--- config.mk ---
export PLATFORM = sky130hd
export DESIGN_NAME = inert_avg
export DESIGN_NICKNAME = d
export VERILOG_FILES = /design/src/rtl/inert_pkg.sv /design/src/rtl/avg_axis.sv /design/src/rtl/inert_avg.sv
export SDC_FILE = /design/constraint.sdc
export NUM_CORES = 1
export LEC_CHECK = 0
export CORE_MARGIN = 4
export CORE_UTILIZATION = 40
export CTS_BUF_LIST = sky130_fd_sc_hd__clkbuf_16
export CTS_CLUSTER_DIAMETER = 30
export DETAILED_ROUTE_END_ITERATION = 8
export GPL_ROUTABILITY_DRIVEN = 0
export PLACE_DENSITY = 0.63
export REMOVE_ABC_BUFFERS = 1
export SETUP_SLACK_MARGIN = 0.02
export SKIP_LAST_GASP = 1
export SLEW_MARGIN = 20
export SYNTH_ARGS = -nofsm -noshare
export SYNTH_HDL_FRONTEND = slang
export SYNTH_SLANG_ARGS = --single-unit
--- constraint.sdc ---
create_clock -name clk -period 4.93 [get_ports clk]
set_input_delay 0.7395 -clock clk [delete_from_list [all_inputs] [get_ports clk]]
set_output_delay 0.7395 -clock clk [all_outputs]
set_load 0.01 [all_outputs]
--- src/rtl/inert_pkg.sv ---
// Shared definitions for the inertial moving-average filter.
//   SAMPLE_W    : width of one signed inertial sample
//   avg_state_t : window fill state (IDLE -> FILL -> RUN)
//   sample_t    : one signed sample
package inert_pkg;

  localparam int unsigned SAMPLE_W = 16;

  typedef enum logic [1:0] {
    IDLE,
    FILL,
    RUN
  } avg_state_t;

  typedef logic signed [SAMPLE_W-1:0] sample_t;

endpackage

--- src/rtl/avg_axis.sv ---
// One axis of the boxcar filter: N-entry circular buffer, running sum and the
// divide-by-N shift, plus an optional deadband on the registered average.
// Optional feature macro: INERT_AVG_DEADBAND_EN (zero averages with |avg| < DEADBAND).
// Ports:
//   clk, rst_n  : clock, asynchronous active-low reset
//   clr         : synchronous clear of sum and average
//   acc_i       : accept sample_i this edge (write buffer, update sum)
//   upd_i       : accepted sample completes/maintains a full window; load avg
//   full_i      : window already full, so the slot at wr_ptr_i holds the oldest sample
//   wr_ptr_i    : shared write pointer
//   sample_i    : incoming sample
//   avg_o       : registered window average
module avg_axis import inert_pkg::*; #(
  parameter int unsigned LOG2_N   = 2,
  parameter int unsigned DEADBAND = 16
) (
  input  logic                       clk,
  input  logic                       rst_n,
  input  logic                       clr,
  input  logic                       acc_i,
  input  logic                       upd_i,
  input  logic                       full_i,
  input  logic [LOG2_N-1:0]          wr_ptr_i,
  input  logic signed [SAMPLE_W-1:0] sample_i,
  output logic signed [SAMPLE_W-1:0] avg_o
);

  localparam int unsigned N    = 2 ** LOG2_N;
  localparam int unsigned SumW = SAMPLE_W + LOG2_N;

  sample_t                mem_q [N];
  logic signed [SumW-1:0] sum_q, sum_d;
  logic signed [SumW-1:0] samp_ext, old_ext;
  sample_t                oldest;
  sample_t                avg_raw, avg_d, avg_q;

  always_comb begin
    oldest   = full_i ? mem_q[wr_ptr_i] : '0;
    samp_ext = {{LOG2_N{sample_i[SAMPLE_W-1]}}, sample_i};
    old_ext  = {{LOG2_N{oldest[SAMPLE_W-1]}}, oldest};
    sum_d    = sum_q + samp_ext - old_ext;
    // Top SAMPLE_W bits of the sum == sum >>> LOG2_N (floor); the window
    // average always fits in SAMPLE_W bits.
    avg_raw  = sum_d[SumW-1:LOG2_N];
  end

`ifdef INERT_AVG_DEADBAND_EN
  localparam logic [SAMPLE_W-2:0] DbThr = DEADBAND[SAMPLE_W-2:0];

  logic [SAMPLE_W-2:0] mag;

  always_comb begin
    avg_d = avg_raw;
    mag   = avg_raw[SAMPLE_W-1] ? (SAMPLE_W-1)'(-avg_raw) : avg_raw[SAMPLE_W-2:0];
    // -32768 has no positive twin; treat it as large.
    if ((avg_raw != {1'b1, {(SAMPLE_W-1){1'b0}}}) && (mag < DbThr)) begin
      avg_d = '0;
    end
  end
`else
  logic unused_deadband;
  assign unused_deadband = ^DEADBAND;

  always_comb begin
    avg_d = avg_raw;
  end
`endif

  // Buffer contents are don't-care until written, so no reset.
  always_ff @(posedge clk) begin
    if (acc_i) begin
      mem_q[wr_ptr_i] <= sample_i;
    end
  end

  always_ff @(posedge clk or negedge rst_n) begin
    if (!rst_n) begin
      sum_q <= '0;
      avg_q <= '0;
    end else if (clr) begin
      sum_q <= '0;
      avg_q <= '0;
    end else begin
      if (acc_i) begin
        sum_q <= sum_d;
      end
      if (upd_i) begin
        avg_q <= avg_d;
      end
    end
  end

  assign avg_o = avg_q;

endmodule

--- src/rtl/inert_avg.sv ---
// Boxcar moving-average filter for the pitch/roll/yaw inertial stream.
// Owns the fill-state machine, sample count, shared write pointer, full flag
// and the output valid pulse; one avg_axis per axis does the arithmetic.
// Optional feature macro: INERT_AVG_DEADBAND_EN (see avg_axis).
// Ports:
//   clk, rst_n                   : clock, asynchronous active-low reset
//   clr                          : synchronous clear (calibration start); beats vld_in
//   vld_in                       : one-cycle new-sample strobe
//   ptch_in, roll_in, yaw_in     : signed samples
//   avg_vld                      : one-cycle pulse, averages updated
//   ptch_avg, roll_avg, yaw_avg  : signed window averages
//   full                         : window holds N samples since reset/clr
module inert_avg import inert_pkg::*; #(
  parameter int unsigned LOG2_N   = 2,
  parameter int unsigned DEADBAND = 16
) (
  input  logic                       clk,
  input  logic                       rst_n,
  input  logic                       clr,
  input  logic                       vld_in,
  input  logic signed [SAMPLE_W-1:0] ptch_in,
  input  logic signed [SAMPLE_W-1:0] roll_in,
  input  logic signed [SAMPLE_W-1:0] yaw_in,
  output logic                       avg_vld,
  output logic signed [SAMPLE_W-1:0] ptch_avg,
  output logic signed [SAMPLE_W-1:0] roll_avg,
  output logic signed [SAMPLE_W-1:0] yaw_avg,
  output logic                       full
);

  localparam int unsigned N    = 2 ** LOG2_N;
  localparam int unsigned PtrW = LOG2_N;
  localparam int unsigned CntW = LOG2_N + 1;

  avg_state_t      state_q;
  logic [CntW-1:0] cnt_q;
  logic [PtrW-1:0] wr_ptr_q;
  logic            full_q;
  logic            avg_vld_q;

  logic accept;
  logic last;
  logic upd;

  assign accept = vld_in & ~clr;
  // This sample is the N-th one since reset/clr.
  assign last   = (cnt_q == CntW'(N - 1));
  assign upd    = accept & (full_q | last);

  always_ff @(posedge clk or negedge rst_n) begin
    if (!rst_n) begin
      state_q   <= IDLE;
      cnt_q     <= '0;
      wr_ptr_q  <= '0;
      full_q    <= 1'b0;
      avg_vld_q <= 1'b0;
    end else if (clr) begin
      state_q   <= IDLE;
      cnt_q     <= '0;
      wr_ptr_q  <= '0;
      full_q    <= 1'b0;
      avg_vld_q <= 1'b0;
    end else begin
      avg_vld_q <= upd;
      if (vld_in) begin
        wr_ptr_q <= wr_ptr_q + PtrW'(1);
        unique case (state_q)
          IDLE: begin
            cnt_q   <= CntW'(1);
            state_q <= last ? RUN : FILL;
            full_q  <= last;
          end
          FILL: begin
            cnt_q <= cnt_q + CntW'(1);
            if (last) begin
              state_q <= RUN;
              full_q  <= 1'b1;
            end
          end
          RUN: begin
            full_q <= 1'b1;
          end
          default: begin
            state_q <= IDLE;
          end
        endcase
      end
    end
  end

  assign full    = full_q;
  assign avg_vld = avg_vld_q;

  avg_axis #(
    .LOG2_N   (LOG2_N),
    .DEADBAND (DEADBAND)
  ) u_ptch (
    .clk      (clk),
    .rst_n    (rst_n),
    .clr      (clr),
    .acc_i    (accept),
    .upd_i    (upd),
    .full_i   (full_q),
    .wr_ptr_i (wr_ptr_q),
    .sample_i (ptch_in),
    .avg_o    (ptch_avg)
  );

  avg_axis #(
    .LOG2_N   (LOG2_N),
    .DEADBAND (DEADBAND)
  ) u_roll (
    .clk      (clk),
    .rst_n    (rst_n),
    .clr      (clr),
    .acc_i    (accept),
    .upd_i    (upd),
    .full_i   (full_q),
    .wr_ptr_i (wr_ptr_q),
    .sample_i (roll_in),
    .avg_o    (roll_avg)
  );

  avg_axis #(
    .LOG2_N   (LOG2_N),
    .DEADBAND (DEADBAND)
  ) u_yaw (
    .clk      (clk),
    .rst_n    (rst_n),
    .clr      (clr),
    .acc_i    (accept),
    .upd_i    (upd),
    .full_i   (full_q),
    .wr_ptr_i (wr_ptr_q),
    .sample_i (yaw_in),
    .avg_o    (yaw_avg)
  );

endmodule
# Yosys cells after proc, flatten, opt, wreduce, memory -nomap -nowiden
# Memory sizes are Yosys's and may differ from the RTL's.
# Index checks and enable logic that the tools add are counted.
totals:
  mem_count: 3
  ff_bits: 111
  word_cells: 72
  ram_bits: 192
  output_inout_bits: 50
  input_bits: 52
memory_table:
  columns: ["memory", "depth", "word_bits", "rd", "rd_clocked_by_memory_dff", "write_ports", "line", "rtl"]
  rows:
  - ["u_ptch.mem_q", 4, 16, 1, 0, 1, "avg_axis.sv:31", "sample_t mem_q [N];"]
  - ["u_roll.mem_q", 4, 16, 1, 0, 1, "avg_axis.sv:31", null]
  - ["u_yaw.mem_q", 4, 16, 1, 0, 1, "avg_axis.sv:31", null]
classes:
  muxes: 32
  reduce_logical: 9
  n_eq_ne: 5
  n_addsub: 8
  bitwise_logic: 4
op_table:
  columns: ["operator", "count"]
  rows:
  - ["16-bit 2-to-1 mux", 9]
  - ["18-bit 2-to-1 mux", 6]
  - ["18-bit by 16-bit adder with 18-bit output", 3]
  - ["18-bit by 16-bit subtractor with 18-bit output", 3]
  - ["2-bit 2-to-1 mux", 6]
  - ["1-bit 2-to-1 mux", 6]
  - ["3-bit 2-to-1 mux", 2]
  - ["2-bit case mux with 3 select lines", 1]
  - ["3-bit case mux with 2 select lines", 1]
  - ["3-bit AND reduction", 2]
  - ["2-bit nonzero test", 3]
  - ["4-bit nonzero test", 1]
  - ["3-bit by 1-bit adder with 3-bit output, second input constant", 1]
  - ["3-bit by 2-bit == test with 1-bit output, second input constant", 1]
  - ["3-bit != test, second input constant", 1]
  - ["1-bit case mux with 3 select lines", 1]
  - ["3-bit nonzero test", 1]
  - ["2-bit by 1-bit adder with 2-bit output, second input constant", 1]
  - ["1-bit AND", 2]
  - ["2-bit by 1-bit == test with 1-bit output, second input constant", 1]
  - ["2-bit == test, second input constant", 1]
  - ["2-bit logical NOT", 1]
  - ["2-bit != test, second input constant", 1]
  - ["2-bit AND reduction", 1]
  - ["2 further kinds", 2]

# Depth between registers and ports, before layout
# Gate-level depths: netlist of the first run.
logic_depth:
  word_depth: 5
  ltp_mapped: 17
  depth_no_buf: 15

# Modules after synthesis
# From an unflattened synthesis of the first run, not the netlist that was laid out.
hier_totals:
  cells_unflattened: 1411
  area_unflattened_um2: 16917.5
by_module_without_submodules:
  columns: ["mod", "cells_each", "area_per_inst_um2", "instances", "seq_area_each_um2"]
  rows:
  - ["avg_axis (u_ptch)", 455, 5487.8, 1, 2772.7]
  - ["avg_axis (u_roll)", 450, 5464.0, 1, 2772.7]
  - ["avg_axis (u_yaw)", 454, 5427.7, 1, 2772.7]
  - ["inert_avg", 52, 538.0, 1, 225.2]

# Worst setup path before layout of the first run
# Ideal clock, no wire load.
synth_timing:
  path_kind: "reg2reg"
  startpoint: "register wr_ptr_q[0]"
  endpoint: "register u_yaw.sum_q[14]"
  path_stages_with_launch: 17
  setup_slack_ps: 964
  setup_ps: 104
  n_path_buf: 2
  t_required_ps: 4826
  arrival_time_ps: 3862
  synth_period_minus_slack_ps: 3966
  cell_sequence: "dfrtp_1 -> clkbuf_1 -> buf_2 -> mux4_2 -> and2_1 -> ha_1 -> inv_1 -> ha_1 -> inv_1 -> fa_1 -> nand2b_1 -> a21oi_1 -> o21ai_2 -> o21ai_1 -> a21oi_1 -> or4b_1 -> o311ai_1"
synth_between:
  elab_chain_cells: 5
synth_lines:
  columns: ["element", "line", "rtl"]
  rows:
  - ["from (decl)", "inert_avg.sv:37", "logic [PtrW-1:0] wr_ptr_q;"]
  - ["from (signal assigned)", "inert_avg.sv:66", "wr_ptr_q <= wr_ptr_q + PtrW'(1);"]
  - ["memory 4 x 16 bit", null, null]
  - ["16-bit 2-to-1 mux", "avg_axis.sv:38", "oldest = full_i ? mem_q[wr_ptr_i] : '0;"]
  - ["18-bit by 16-bit subtractor with 18-bit output", "avg_axis.sv:41", "sum_d = sum_q + samp_ext - old_ext;"]
  - ["18-bit 2-to-1 mux", "avg_axis.sv:84", "if (acc_i) begin"]
  - ["18-bit 2-to-1 mux", "avg_axis.sv:80", "end else if (clr) begin"]
  - ["to (signal assigned)", "avg_axis.sv:85", "sum_q <= sum_d;"]
  - ["to (decl)", "avg_axis.sv:32", "logic signed [SumW-1:0] sum_q, sum_d;"]
# Every way passes these cells. The select of a mux whose other input is x is not followed.
# A chain may end at the register's enable or synchronous reset.

# Worst setup path in the final report of the first run
layout_timing:
  startpoint: "register wr_ptr_q[0]"
  endpoint: "register u_ptch.sum_q[11]"
layout_between:
  elab_chain_cells: 5
layout_lines:
  columns: ["element", "line"]
  rows:
  - ["memory 4 x 16 bit", null]
  - ["16-bit 2-to-1 mux", "avg_axis.sv:38"]
  - ["18-bit by 16-bit subtractor with 18-bit output", "avg_axis.sv:41"]
  - ["18-bit 2-to-1 mux", "avg_axis.sv:84"]
  - ["18-bit 2-to-1 mux", "avg_axis.sv:80"]
  - ["to (signal assigned)", "avg_axis.sv:85"]
  - ["to (decl)", "avg_axis.sv:32"]
# Every way passes these cells. The select of a mux whose other input is x is not followed.

==> qor.txt, run 1 <==
post-route clock skew: 0.0262 ns
Buffers on Ports: 101
post-synthesis cell type count: 71
maxcap violations: 0
Die H: 209 um
drt total wl: 38200 um
post-DP HPWL: 24800 um
Hold Crit Class: input pin to asynchronous set/reset pin
Via Count: 10500
# Post-CTS Setup Buffers: 0
row count: 73
Max-slew headroom: 27.4%
peak supply drop: 0.312 mV
placed cell area: 0.0179 sq mm
first-pass GRT wire length: 61500 um
register area share after synthesis: 52.6%
P_int: 8.26 mW
nets: 1649
CP max stage delay: 0.95 ns
Yosys warning total: 0
met1 Usage GRT: 23.3%
Synth area leaders: edfxtp_1, dfrtp_1, fa_1
Finished Cell Area: 0.0205 sq mm
Fmax: 233 MHz
fin crit period: 4.30 ns
Core Area: 0.0399 sq mm
Critical Path RT: 5.33 ns
top-count cell post-synth: inv_1
Leak: 8.49 nW
Sw Share: 33.4%
DIE WIDTH: 209 um
Reg power frac: 25.5%
slowest cell on the critical path: dfrtp_4
WL/cell: 18.5 um
leading area contributor after synthesis: edfxtp_1
Initial Util: 40.7%
drt pass-1 iters: 4
RSZ-0062 raised after global routing: false
initial antenna violation count: 1
Area Overhead vs Synth: 26.1%
I/O pin count: 102
most common flop cell mapped by yosys: edfxtp_1
Crit Path Class: flip-flop to flip-flop
WP buf/inv: 2
EDFF count, synth: 192
setup TNS: 0 ns
clock root cell: clkbuf_16
Mapped Area: 0.0162 sq mm
vias per inst: 5.10
Final setup viols: 0
CTS clk-pin slew, worst paths: 0.05 ns
outcome: finished clean
post_cts resized: 0
CTS tree: done
largest net degree at the start of global routing: 69
final slew viol count: 0
Max FO, Critical Path: 40
all-layer global routing usage: 17.6%
Worst setup SP type: flip-flop
Antenna Cells: 0
Gate power share: 34.4%
DRT iter0 DRCs: 573
critical path, cell by cell: buf_12 -> mux4_2 -> and2_1 -> fa_1 -> inv_1 -> ha_1 -> a21oi_1 -> nand3_1 -> a31oi_1 -> o21ai_0 -> xnor2_1 -> o22ai_1
Final Hold Viols: 0
async set-reset flop share out of synthesis: 36.6%
CTS buffer count: 73
family with the most delay on the worst path: flip-flops
Final ANT Viol Nets: 0
critical path endpoint category: flip-flop
fraction of layout cells with a size suffix above 1: 13.0%
pwr dens: 606 mW/mm^2
cts hold-fix bufs: 0
met3 Use GR: 3.87%
grt peak-use layer: met2
P_sw: 4.15 mW
Fin Hold WS: 0.176 ns
remaining global-route overflow: 0
Clk pwr share: 40.1%
crit path DAT: 4.70 ns
maximum root-to-sink buffer count: 3
htree depth: 3
Slew @ Worst Pin: 1.09 ns
vias in the first global route: 11100
final period utilization: 87.2%
Yosys reg bits: 303
Clock Latency Late Sink: 0.58 ns
syn avg cell area: 12.1 sq um
Die Area: 0.0439 sq mm
GR Layer Usage met2: 29.5%
Syn Inst Count: 1347
Post-synth top cells: inv_1, edfxtp_1, dfrtp_1
Sink Count: 303
share of the synthesized area in the top cell type: 35.5%
# DRC: 0
==> routing by layer <==
layer	vias to the layer above	share of wire [%]
met1	5276	44
met3	74	4.5
met5	-	0.029
li1	4963	-
met4	2	2.2
met2	223	49
==> worst paths after layout <==
check                                from          endpoint  slack (ns)  cells past startpoint
max in group asynchronous           rst_n   u_ptch.avg_o[3]        3.68                      2
min reg2reg                u_yaw.avg_o[6]    u_yaw.avg_o[6]        0.48                      2
min                                 rst_n    u_yaw.sum_q[1]        0.18                      1
min in group clk           u_yaw.avg_o[6]    u_yaw.avg_o[6]        0.48                      2
max reg2reg                   wr_ptr_q[0]  u_ptch.sum_q[11]        0.63                     12
max                           wr_ptr_q[0]  u_ptch.sum_q[11]        0.63                     12
==> layout make-up <==
class	instances	area, sq um
Sequential cell	303	8550
Timing Repair Buffer	116	1190
Inverter	220	826
Clock buffer	74	1850
Fill cell	3415	19400
Multi-Input combinational cell	766	6650
Tap cell	525	657
Clock inverter	62	748
==> state kept, by name (all words and copies together) (netlist names), 2 cells and up <==
| signal | count |
|---|---|
| cnt_q | 3 |
| state_q | 2 |
| u_ptch.avg_o | 16 |
| u_ptch.mem_q | 64 |
| u_ptch.sum_q | 18 |
| u_roll.avg_o | 16 |
| u_roll.mem_q | 64 |
| u_roll.sum_q | 18 |
| u_yaw.avg_o | 16 |
| u_yaw.mem_q | 64 |
| u_yaw.sum_q | 18 |
| wr_ptr_q | 2 |
==> cell families (layout without fill, tap and decap cells) <==
family                   after synthesis  in the layout  synth area share [%]
AND/OR/NAND/NOR                      294            294                  8.93
flip-flops                           303            303                  52.6
buffers and inverters                278            472                  6.50
multiplexers                          84             84                  8.69
adder cells (fa/ha/maj)              117            117                  11.4
XOR/XNOR                              47             47                  2.54
AO/OA/AOI/OAI                        224            224                  9.34
==> metrics by stage <==
step / power [mW] / setup slack [ns] / utilization, % / std cells
final: 12.4 / 0.632 / 51.3 / 2066
after global routing: 13.2 / 0.129 / 51.3 / 2066
after CTS: 12.5 / 0.543 / 51.3 / 2066
after detailed placement: 7.45 / 0.570 / 44.8 / 1930
after global placement: 7.37 / 0.621 / 44.8 / 1930
after floorplan: 6.36 / -0.238 / - / 1289
==> power by group through the flow <==
stage,clock network [mW],logic (mW),registers (mW)
6_report,4.98,4.27,3.16
3_5_place_dp,0,4.24,3.20
3_3_place_gp,0,4.18,3.19
2_1_floorplan,0,3.17,3.19
5_1_grt,5.21,4.83,3.19
4_1_cts,5.07,4.30,3.16
==> cell usage in the layout (no fill, tap or decap), drive strengths merged, types with 44 or more instances in the layout <==
master	count
a21oi	68
and2	51
clkbuf	74
clkdlybuf4s50	98
dfrtp	111
edfxtp	192
fa	51
ha	66
inv	234
mux4	45
nand2	83
nor2	80
o21ai	44
Power figures use the tool's default switching activity.
==> inputs of run 2 (changes only) <==
--- a/config.mk
+++ b/config.mk
@@ -5,13 +5,15 @@
 export SDC_FILE = /design/constraint.sdc
 export NUM_CORES = 1
 export LEC_CHECK = 0
+export CELL_PAD_IN_SITES_DETAIL_PLACEMENT = 1
+export CELL_PAD_IN_SITES_GLOBAL_PLACEMENT = 1
 export CORE_MARGIN = 4
 export CORE_UTILIZATION = 40
 export CTS_BUF_LIST = sky130_fd_sc_hd__clkbuf_16
 export CTS_CLUSTER_DIAMETER = 30
 export DETAILED_ROUTE_END_ITERATION = 8
 export GPL_ROUTABILITY_DRIVEN = 0
-export PLACE_DENSITY = 0.63
+export PLACE_DENSITY = 0.73
 export REMOVE_ABC_BUFFERS = 1
 export SETUP_SLACK_MARGIN = 0.02
 export SKIP_LAST_GASP = 1
==> constraint.sdc (replaced) <==
create_clock -name clk -period 4.93 [get_ports clk]
set_input_delay 0.7395 -clock clk [delete_from_list [all_inputs] [get_ports clk]]
set_output_delay 0.7395 -clock clk [all_outputs]
set_load 0.1 [all_outputs]
==> run 2 against run 1 <==
  * Worst setup slack lost 0.12 ns
  * Die area is the same
  * Maximum frequency shrank 2.8%
  * Wire length grew 10%
  * Design area shrank 1.8%
  * Critical path depth grew 2
  * Cell count shrank 0.19%
  * Flip-flop and latch count is the same
  * Critical path type unchanged
  * Critical endpoint is now u_ptch.sum_q[17]
  * Largest power group is now combinational cells
==> qor.txt, run 2 (same netlist as run 1, synthesis figures left out) <==
Buffers on Ports: 101 (unchanged)
clock root cell: clkbuf_16
crit path DAT: 4.86 ns (+0.16 ns)
most frequent cells in the layout: inv_1, edfxtp_1, dfrtp_1
final core area utilization: 50.3% (-0.94 points)
htree depth: 3 (unchanged)
launch point of the worst path: wr_ptr_q[0]
RSZ-0062 raised after global routing: false
post-DP HPWL: 26600 um (+7.4%)
remaining global-route overflow: 0 (unchanged)
Die Area: 0.0439 sq mm (unchanged)
fraction of layout cells with a size suffix above 1: 13.1% (+0.099 points)
fin crit period: 4.42 ns (+0.123 ns)
DRT iter0 DRCs: 663 (+16%)
CTS buffer count: 72 (-1.4%)
# Post-CTS Setup Buffers: 0 (unchanged)
r2r setup slk: 0.51 ns (-0.12 ns)
post-route clock skew: 0.0252 ns (-0.000990 ns)
drt total wl: 42100 um (+10%)
Leak: 8.30 nW (-2.2%)
I/O pin count: 102 (unchanged)
drt pass-1 iters: 5 (+1)
Sink Count: 303 (unchanged)
nets: 1649 (unchanged)
most common cell after layout, fill and taps aside: inv_1
Fmax: 226 MHz (-2.8%)
final cell count without fillers: 2062 (-0.19%)
critical path endpoint category: flip-flop
final period utilization: 89.7% (+2.5 points)
initial antenna violation count: 0 (-1)
crit path to: u_ptch.sum_q[17]
CTS tree: done
cts hold-fix bufs: 0 (unchanged)
Antenna Cells: 0 (unchanged)
Max FO, Critical Path: 30 (-25%)
Via Count: 10800 (+2.1%)
Die H: 209 um (unchanged)
maximum root-to-sink buffer count: 3 (unchanged)
terminus of the critical flop-to-flop path: u_ptch.sum_q[17]
layout filler cell count: 4103 (+20%)
Initial Util: 40.7% (unchanged)
Area Overhead vs Synth: 23.8%
FF-to-FF Start: wr_ptr_q[0]
Hold Crit Class: input pin to asynchronous set/reset pin
Core Area: 0.0399 sq mm (unchanged)
Final Hold Viols: 0 (unchanged)
area occupied by multi-input gates: 0.00665 sq mm (about the same)
FF+latch area: 0.00855 sq mm (about the same)
Final ANT Viol Nets: 0 (unchanged)
Clock Latency Late Sink: 0.57 ns (about the same)
CTS clk-pin slew, worst paths: 0.04 ns (about the same)
row count: 73 (unchanged)
Reg2Reg Depth: 14 (+2)
outcome: finished clean
final slew viol count: 0 (unchanged)
Crit Path Class: flip-flop to flip-flop
Slew @ Worst Pin: 1.07 ns (-0.0168 ns)
vias per inst: 5.22 (+2.3%)
Inst Count DP: 1931 (+0.052%)
Max-slew headroom: 28.4% (+1.0 points)
largest registers: u_ptch.mem_q x64, u_roll.mem_q x64, u_yaw.mem_q x64
first-pass GRT wire length: 68100 um (+11%)
vias in the first global route: 12300 (+11%)
Critical Path RT: 5.37 ns (+0.04 ns)
all-layer global routing usage: 19.6% (+1.9 points)
Final setup viols: 0 (unchanged)
largest net degree at the start of global routing: 61 (-12%)
peak supply drop: 0.239 mV (-23%)
DIE WIDTH: 209 um (unchanged)
maxcap violations: 0 (unchanged)
setup TNS: 0 ns (unchanged)
Worst setup SP type: flip-flop
pwr dens: 614 mW/mm^2 (+1.3%)
WL/cell: 20.4 um (+11%)
post_cts resized: 0 (unchanged)
# DRC: 0 (unchanged)
run 2: cell count changes in the layout (fill, tap and decap cells not counted), sizes merged:
cell | before | now
bufinv | 14 | 3
clkinv | 28 | 38
inv | 234 | 228
clkinvlp | 6 | 8
buf | 18 | 19
run 2: metal layers:
layer	routed length [um]	part of all wire [%]	vias to the layer above	global-route usage, %
met3	2050	4.9	68	3.90
met4	841	2.0	0	6.10
met5	0	0	-	0
li1	-	-	4944	-
met1	18000	43	5528	25.0
met2	21300	50	220	33.8
run 2: through the flow:
stage	setup slack [ns]	hold WS, ns	power, mW	cell area, sq um
after floorplan	-0.242	0.444	6.76	16000
after global placement	0.635	0.461	7.80	17800
after detailed placement	0.485	0.476	7.95	17800
after CTS	0.443	0.303	12.5	20100
after global routing	0.181	0.335	13.2	20100
final	0.509	0.279	12.3	20100
run 2: critical path, stage by stage (launching register included):
cell     delay, ns
dfrtp_4       0.84
buf_4         0.33
buf_4         0.22
mux4_2        0.50
and2_1        0.18
fa_1          0.47
inv_1         0.05
ha_1          0.42
a21o_1        0.23
a21oi_1       0.08
nor3_1        0.19
nor2_1        0.06
a21oi_1       0.37
nor3b_1       0.10
nor4_1        0.24
run 2: worst min path at each step:
| stage | from | slack [ns] | cells past startpoint | endpoint |
|---|---|---|---|---|
| after CTS | rst_n | 0.30 | 1 | u_yaw.sum_q[0] |
| after detailed placement | u_yaw.avg_o[6] | 0.48 | 2 | u_yaw.avg_o[6] |
| after floorplan | rst_n | 0.44 | 0 | avg_vld |
| after global placement | u_roll.avg_o[14] | 0.46 | 2 | u_roll.avg_o[14] |
| final | rst_n | 0.28 | 1 | u_yaw.sum_q[0] |
| after global routing | rst_n | 0.34 | 1 | u_yaw.sum_q[0] |
run 2: report_power, final:
part	leakage (nW)	internal, mW	total (mW)	switching, mW
Clock	1.11	2.87	4.37	1.50
Sequential	3.24	2.99	3.16	0.168
Combinational	3.95	1.81	4.81	3.00
Total	8.30	7.68	12.3	4.67
run 2: area by class of cell:
class / count / share of cell area [%]
Multi-Input combinational cell: 766 / 33.1
Inverter: 220 / 4.11
Clock inverter: 57 / 2.04
Tap cell: 525 / 3.27
Timing Repair Buffer: 117 / 5.72
Clock buffer: 74 / 9.22
Sequential cell: 303 / 42.5
==> inputs of run 3 (changes only) <==
--- a/config.mk
+++ b/config.mk
@@ -16,6 +16,7 @@
 export PLACE_DENSITY = 0.73
 export REMOVE_ABC_BUFFERS = 1
 export SETUP_SLACK_MARGIN = 0.02
+export SKIP_CTS_REPAIR_TIMING = 1
 export SKIP_LAST_GASP = 1
 export SLEW_MARGIN = 20
 export SYNTH_ARGS = -nofsm -noshare
==> results of run 3 <==
The final DEF is identical to that of run 2; final timing and power are the same.
